==> src/rtl/life_gen_sequencer_pkg.sv <==
// Shared grid geometry, FSM state encoding and cell indexing helper
// for the Game-of-Life generation sequencer.
package life_pkg;

    localparam int unsigned GRID_BITS = 4;
    localparam int unsigned GRID_SIDE = 16;
    localparam int unsigned CELLS     = 256;
    localparam int unsigned IDX_W     = 8;
    localparam int unsigned POP_W     = 9;

    typedef enum logic [1:0] {
        IDLE   = 2'd0,
        SCAN   = 2'd1,
        COMMIT = 2'd2
    } state_e;

    // Linear cell index: row-major, bit y*16+x.
    function automatic logic [IDX_W-1:0] idx(input logic [GRID_BITS-1:0] x,
                                             input logic [GRID_BITS-1:0] y);
        return {y, x};
    endfunction

endpackage

==> src/rtl/life_gen_sequencer_cell_rule.sv <==
// Combinational B3/S23 rule for one cell of the 16x16 torus: gathers the
// eight wrapped neighbours and returns the live-neighbour count and next state.
module life_cell_rule
    import life_pkg::CELLS;
    import life_pkg::IDX_W;
    import life_pkg::GRID_BITS;
(
    input  logic [CELLS-1:0] map,
    input  logic [IDX_W-1:0] idx,
    output logic             next_alive,
    output logic [3:0]       n
);

    logic [GRID_BITS-1:0] x;
    logic [GRID_BITS-1:0] y;
    logic [GRID_BITS-1:0] xm;
    logic [GRID_BITS-1:0] xp;
    logic [GRID_BITS-1:0] ym;
    logic [GRID_BITS-1:0] yp;

    // 4-bit wraparound gives the torus edges for free.
    assign x  = idx[GRID_BITS-1:0];
    assign y  = idx[IDX_W-1:GRID_BITS];
    assign xm = x - GRID_BITS'(1);
    assign xp = x + GRID_BITS'(1);
    assign ym = y - GRID_BITS'(1);
    assign yp = y + GRID_BITS'(1);

    always_comb begin
        n = 4'(map[{ym, xm}]) + 4'(map[{ym, x}]) + 4'(map[{ym, xp}])
          + 4'(map[{y,  xm}])                    + 4'(map[{y,  xp}])
          + 4'(map[{yp, xm}]) + 4'(map[{yp, x}]) + 4'(map[{yp, xp}]);
        next_alive = (n == 4'd3) | (map[idx] & (n == 4'd2));
    end

endmodule

==> src/rtl/life_gen_sequencer.sv <==
// Steps the 16x16 Life map one generation per accepted request by scanning
// one cell per clock, and arbitrates cursor toggles against the scan.
module life_gen_sequencer
    import life_pkg::*;
#(
    parameter int unsigned GEN_W = 16
) (
    input  logic               clk,
    input  logic               rst,
    input  logic               tick,
    input  logic               run,
    input  logic               single_step,
    input  logic               clear,
    input  logic               edit_req,
    input  logic [3:0]         edit_x,
    input  logic [3:0]         edit_y,
    output logic [CELLS-1:0]   map,
    output logic               busy,
    output logic               edit_ack,
    output logic               tick_drop,
    output logic [GEN_W-1:0]   gen_count,
    output logic [POP_W-1:0]   alive_count
);

    state_e           state;
    logic [IDX_W-1:0] scan_idx;
    logic [CELLS-1:0] next_map;
    logic [POP_W-1:0] pop_acc;
    logic             pend_v;
    logic [IDX_W-1:0] pend_idx;

    logic             start_c;
    logic [IDX_W-1:0] edit_idx_c;
    logic             rule_alive;
    logic [3:0]       rule_n;
    logic             unused_n;
    logic             commit_edit_v_c;
    logic [IDX_W-1:0] commit_idx_c;
    logic [CELLS-1:0] commit_mask_c;
    logic [POP_W-1:0] commit_pop_c;

    assign start_c    = (run & tick) | single_step;
    assign edit_idx_c = idx(edit_x, edit_y);
    assign unused_n   = ^rule_n;

    life_cell_rule u_rule (
        .map        (map),
        .idx        (scan_idx),
        .next_alive (rule_alive),
        .n          (rule_n)
    );

    // An edit arriving on the COMMIT edge with an empty slot is folded into that commit.
    always_comb begin
        commit_edit_v_c = pend_v | edit_req;
        commit_idx_c    = pend_v ? pend_idx : edit_idx_c;
        commit_mask_c   = commit_edit_v_c ? (CELLS'(1) << commit_idx_c) : '0;
        commit_pop_c    = pop_acc;
        if (commit_edit_v_c) begin
            commit_pop_c = next_map[commit_idx_c] ? pop_acc - POP_W'(1)
                                                  : pop_acc + POP_W'(1);
        end
    end

    always_ff @(posedge clk) begin
        if (rst) begin
            state       <= IDLE;
            scan_idx    <= '0;
            map         <= '0;
            next_map    <= '0;
            pop_acc     <= '0;
            pend_v      <= 1'b0;
            pend_idx    <= '0;
            gen_count   <= '0;
            alive_count <= '0;
            busy        <= 1'b0;
            edit_ack    <= 1'b0;
            tick_drop   <= 1'b0;
        end else begin
            edit_ack  <= 1'b0;
            tick_drop <= 1'b0;
            if (clear) begin
                state       <= IDLE;
                scan_idx    <= '0;
                map         <= '0;
                next_map    <= '0;
                pop_acc     <= '0;
                pend_v      <= 1'b0;
                gen_count   <= '0;
                alive_count <= '0;
                busy        <= 1'b0;
            end else begin
                case (state)
                    IDLE: begin
                        if (edit_req) begin
                            map[edit_idx_c] <= ~map[edit_idx_c];
                            alive_count     <= map[edit_idx_c] ? alive_count - POP_W'(1)
                                                               : alive_count + POP_W'(1);
                            edit_ack        <= 1'b1;
                        end
                        if (start_c) begin
                            state    <= SCAN;
                            scan_idx <= '0;
                            pop_acc  <= '0;
                            busy     <= 1'b1;
                        end
                    end
                    SCAN: begin
                        next_map[scan_idx] <= rule_alive;
                        pop_acc            <= pop_acc + POP_W'(rule_alive);
                        if (edit_req && !pend_v) begin
                            pend_v   <= 1'b1;
                            pend_idx <= edit_idx_c;
                        end
                        if (start_c) begin
                            tick_drop <= 1'b1;
                        end
                        scan_idx <= scan_idx + IDX_W'(1);
                        if (scan_idx == IDX_W'(CELLS - 1)) begin
                            state <= COMMIT;
                        end
                    end
                    COMMIT: begin
                        map         <= next_map ^ commit_mask_c;
                        alive_count <= commit_pop_c;
                        gen_count   <= gen_count + GEN_W'(1);
                        edit_ack    <= commit_edit_v_c;
                        pend_v      <= 1'b0;
                        if (start_c) begin
                            tick_drop <= 1'b1;
                        end
                        state <= IDLE;
                        busy  <= 1'b0;
                    end
                    default: begin
                        state <= IDLE;
                        busy  <= 1'b0;
                    end
                endcase
            end
        end
    end

endmodule

==> config.mk <==
export PLATFORM = sky130hd
export DESIGN_NAME = life_gen_sequencer
export DESIGN_NICKNAME = d
export VERILOG_FILES = /design/src/rtl/life_gen_sequencer_pkg.sv /design/src/rtl/life_gen_sequencer_cell_rule.sv /design/src/rtl/life_gen_sequencer.sv
export SDC_FILE = /design/constraint.sdc
export NUM_CORES = 2
export LEC_CHECK = 0
export CORE_MARGIN = 3
export CORE_UTILIZATION = 31
export DETAILED_ROUTE_END_ITERATION = 10
export PLACE_DENSITY = 0.44
export SYNTH_ARGS = -nofsm -noshare
export SYNTH_HDL_FRONTEND = slang
export SYNTH_SLANG_ARGS = --single-unit
==> constraint.sdc <==
create_clock -name clk -period 12.4 [get_ports clk]
set_clock_uncertainty 0.15 [all_clocks]
set_input_delay 2.48 -clock clk [delete_from_list [all_inputs] [get_ports clk]]
set_output_delay 2.48 -clock clk [all_outputs]
set_load 0.03 [all_outputs]
==> results.md <==
* Post-Synthesis Cells at 5394
* Most common cell after layout, fill and taps aside: a21oi_1
* Drt drc at 0
* Logic pwr share at 0.088
* Arr. time, crit path at 9910 ps
* Slowest stage delay, CP at 850 ps
* Layout area overhead at 16.6%
* Crit-path cells: buf_4, buf_12, mux4_2, mux4_2, mux2i_1, o21ai_0, mux4_2, ha_1, inv_1, fa_1, fa_1, inv_1, fa_1, inv_1, fa_1, a2111oi_0, a21oi_1, nor3_2, buf_12, buf_4, nand2_1, a21oi_1
* Status: complete, but fails checks
* Placed Area at 0.0462 mm2
* Tmin final at 9460 ps
* Final slew viol count at 0
* Most frequent cells in the layout: 840 x a21oi_1, 821 x o21ai_0, 710 x nor2_1
* Synth Area in Compound Gates at 0.255
* GPL Wtd Cong at 0.935
* Total track usage at 0.319
* Routed Antenna Nets at 0
* Sinks on Clock Net at 568
* Total length of routed wires at 233 mm
* Port buffer count at 298
* Post-synthesis mux area share at 0.200
* Post-route cell area at 0.0489 mm2
* Clock buffer count from CTS at 75
* Synth Net Count at 5448
* WP depth at 22
* HPWL after detailed placement at 164 mm
* Setup crit start kind: flop
* FFs w/ async S/R, synth at 0
* CTS Root Cell: clkbuf_16
* Slew HR at 0.00625
* Net Sw Frac at 0.274
* DR WL/cell at 32.5 um
* WP buf/inv at 7
* Seq pwr share at 0.388
* Tcrit/Tclk final at 0.763
* Hold crit path type: reg2reg
* Critical path's slowest cell: buf_4
* Largest family of logic cells by synthesized area: compound AO/OA/AOI/OAI gates
* Die H at 374 um
* Max frequency at 106 MHz
* Gr ovfl total at 0
* Number of DRC markers in iteration 0 at 7109
* Yosys reg bits at 568
* Initial Util at 0.313
* Die X at 374 um
* Post-Syn Area per Cell at 7.79 um2
* Core area at 0.134 mm2
* First-pass detailed-route iteration total at 6
* Die Outline Area at 0.140 mm2
* CTS max path bufs at 3
* Synth Flop Type: dfxtp_1
* Switching pwr at 1.29 mW
* Sequential area share after synthesis at 0.271
* Critical Path Sink Type: flop
* Power Internal at 3.43 mW
* Initial antenna violation count at 7
* Yosys warning count at 0
* Final setup fails at 0
* Post-synthesis simple-gate area fraction at 0.169
* Final core utilization at 0.365
* Hold_buf cts at 0
* Violated checks: max-capacitance violations
* Setup Buffers After CTS at 0
* Reg2Reg Depth at 22
* Distinct cell type count after synthesis at 69
* Hold depth at 2
* Vias/cell at 6.37
* Layout Nets at 5401
* Largest net degree at the start of global routing at 208
* Core Rows at 134
* Max-Cap Viols at 1
* I/O pin cnt at 299
* Setup_tns at 0 ps
* Synthesized area at 0.0420 mm2
* P_leak at 14.9 nW
* Worst-path maximum fanout at 176
* Final Hold Viols at 0
* Clk slew on worst S/H paths at 70 ps
* CP required at 12850 ps
* RSZ-0062 raised after global routing: no
* Post-CTS sizing at 0
* Worst skew pair latency at 700 ps
* Post-synth EDFFs at 0
* Routed via count at 45700
* Critical path type: reg2reg
* XOR/XNOR share of the synthesized area at 0.0357
* Area share of fa/ha/maj cells after synthesis at 0.0127
* CTS tree: built
* H-tree depth at 3
* PwrDens at 96.4 mW/mm2
* IR drop worst, VDD at 0.0000839 V
* Share of cells above drive strength 1 at 0.125
* Actual slew at the worst max-slew pin at 1480 ps
* CP delay by family, top: buffers and inverters
* Clk network pwr share at 0.524
* Critical path's most frequent cell: fa_1
* Global-route wire length before repair at 324 mm
* Vias in the first global route at 39700
-- logic make-up (layout without fill, tap and decap cells) --
| logic type | after synthesis | after routing |
|---|---|---|
| AOI/OAI and AO/OA | 1985 | 1985 |
| and+or+nand+nor | 1629 | 1629 |
| buffers and inverters | 586 | 599 |
| DFF | 568 | 568 |
| muxes | 416 | 416 |
| xor gates and xnor gates | 171 | 171 |
| adders and majority gates | 39 | 39 |
| other | 0 | 2 |
-- per-stage QoR --
step,worst slack [ps],hold WS (ps),total power [mW],std cells
6_report,2940,342,4.72,7177
5_1_grt,2460,363,4.82,7175
4_1_cts,3120,344,4.73,7175
3_5_place_dp,3150,333,2.28,7038
3_3_place_gp,3230,322,2.28,7038
2_1_floorplan,3190,310,2.12,5394
-- worst paths after layout --
path	slack (ps)	from	endpoint
setup / recovery	2940	scan_idx[0]$_SDFFE_PP0P_	next_map[232]$_SDFFE_PP0P_
setup reg to reg	2940	scan_idx[0]$_SDFFE_PP0P_	next_map[232]$_SDFFE_PP0P_
hold / removal	340	busy$_SDFFE_PP0P_	busy$_SDFFE_PP0P_
hold reg to reg	340	busy$_SDFFE_PP0P_	busy$_SDFFE_PP0P_
-- power by group through the flow --
stage | combinational, mW | clock (mW) | sequential [mW]
floorplan | 0.242 | 0 | 1.87
CTS | 0.405 | 2.50 | 1.83
finish | 0.416 | 2.47 | 1.83
detailed placement | 0.404 | 0 | 1.87
global route | 0.428 | 2.56 | 1.83
global placement | 0.404 | 0 | 1.87
-- synth_stat cells (12+ instances only) --
cell / number / area [um2]
a21oi_1: 840 / 4200
o21ai_0: 821 / 4110
nor2_1: 723 / 2710
dfxtp_1: 568 / 11400
nand2_1: 474 / 1780
clkbuf_1: 394 / 1480
mux4_2: 337 / 7590
a22oi_1: 149 / 1120
or3_1: 125 / 782
nand3_1: 124 / 621
xnor2_1: 86 / 753
xor2_1: 85 / 744
buf_1: 72 / 270
o22ai_1: 63 / 394
buf_2: 62 / 310
mux2i_1: 62 / 621
nor3_1: 47 / 235
and3_1: 36 / 225
ha_1: 33 / 413
inv_1: 32 / 120
a211oi_1: 27 / 203
nor2b_1: 24 / 150
nand2b_1: 23 / 144
buf_4: 18 / 135
mux2_2: 17 / 191
o221ai_1: 13 / 114
o211ai_1: 12 / 90.1
-- state kept, by name, indices dropped and copies added, names as in the netlist --
name and flops:
pend_v 1, edit_ack 1, tick_drop 1, map 256, scan_idx 8, gen_count 16, next_map 256, pop_acc 9
state 2, busy 1, alive_count 9, pend_idx 8
-- tightest hold or removal path: cells and delay by family (launching register included) --
kind | cells | cell delay (ps)
flip-flops | 1 | 310
AND/OR/NAND/NOR | 2 | 140
-- metal layers --
| layer | vias to the layer above | GRT usage | share of wire |
|---|---|---|---|
| met5 | - | 0 | 0.000090 |
| met4 | 4 | 0.108 | 0.036 |
| met3 | 396 | 0.0777 | 0.12 |
| met2 | 3137 | 0.446 | 0.41 |
| met1 | 22600 | 0.473 | 0.43 |
| li1 | 19600 | - | - |
-- final cells by class --
| cell class | count | area (um2) |
|---|---|---|
| flip-flops and latches | 568 | 11400 |
| inverters | 34 | 128 |
| repair buffers | 428 | 4020 |
| fillers | 13800 | 85000 |
| well taps | 1768 | 2210 |
| diodes | 2 | 5.00 |
| multi-input cells | 4240 | 28500 |
| clock inverters | 33 | 517 |
| clock buffers | 104 | 2210 |
No activity file was read; power rests on OpenSTA's default activity.
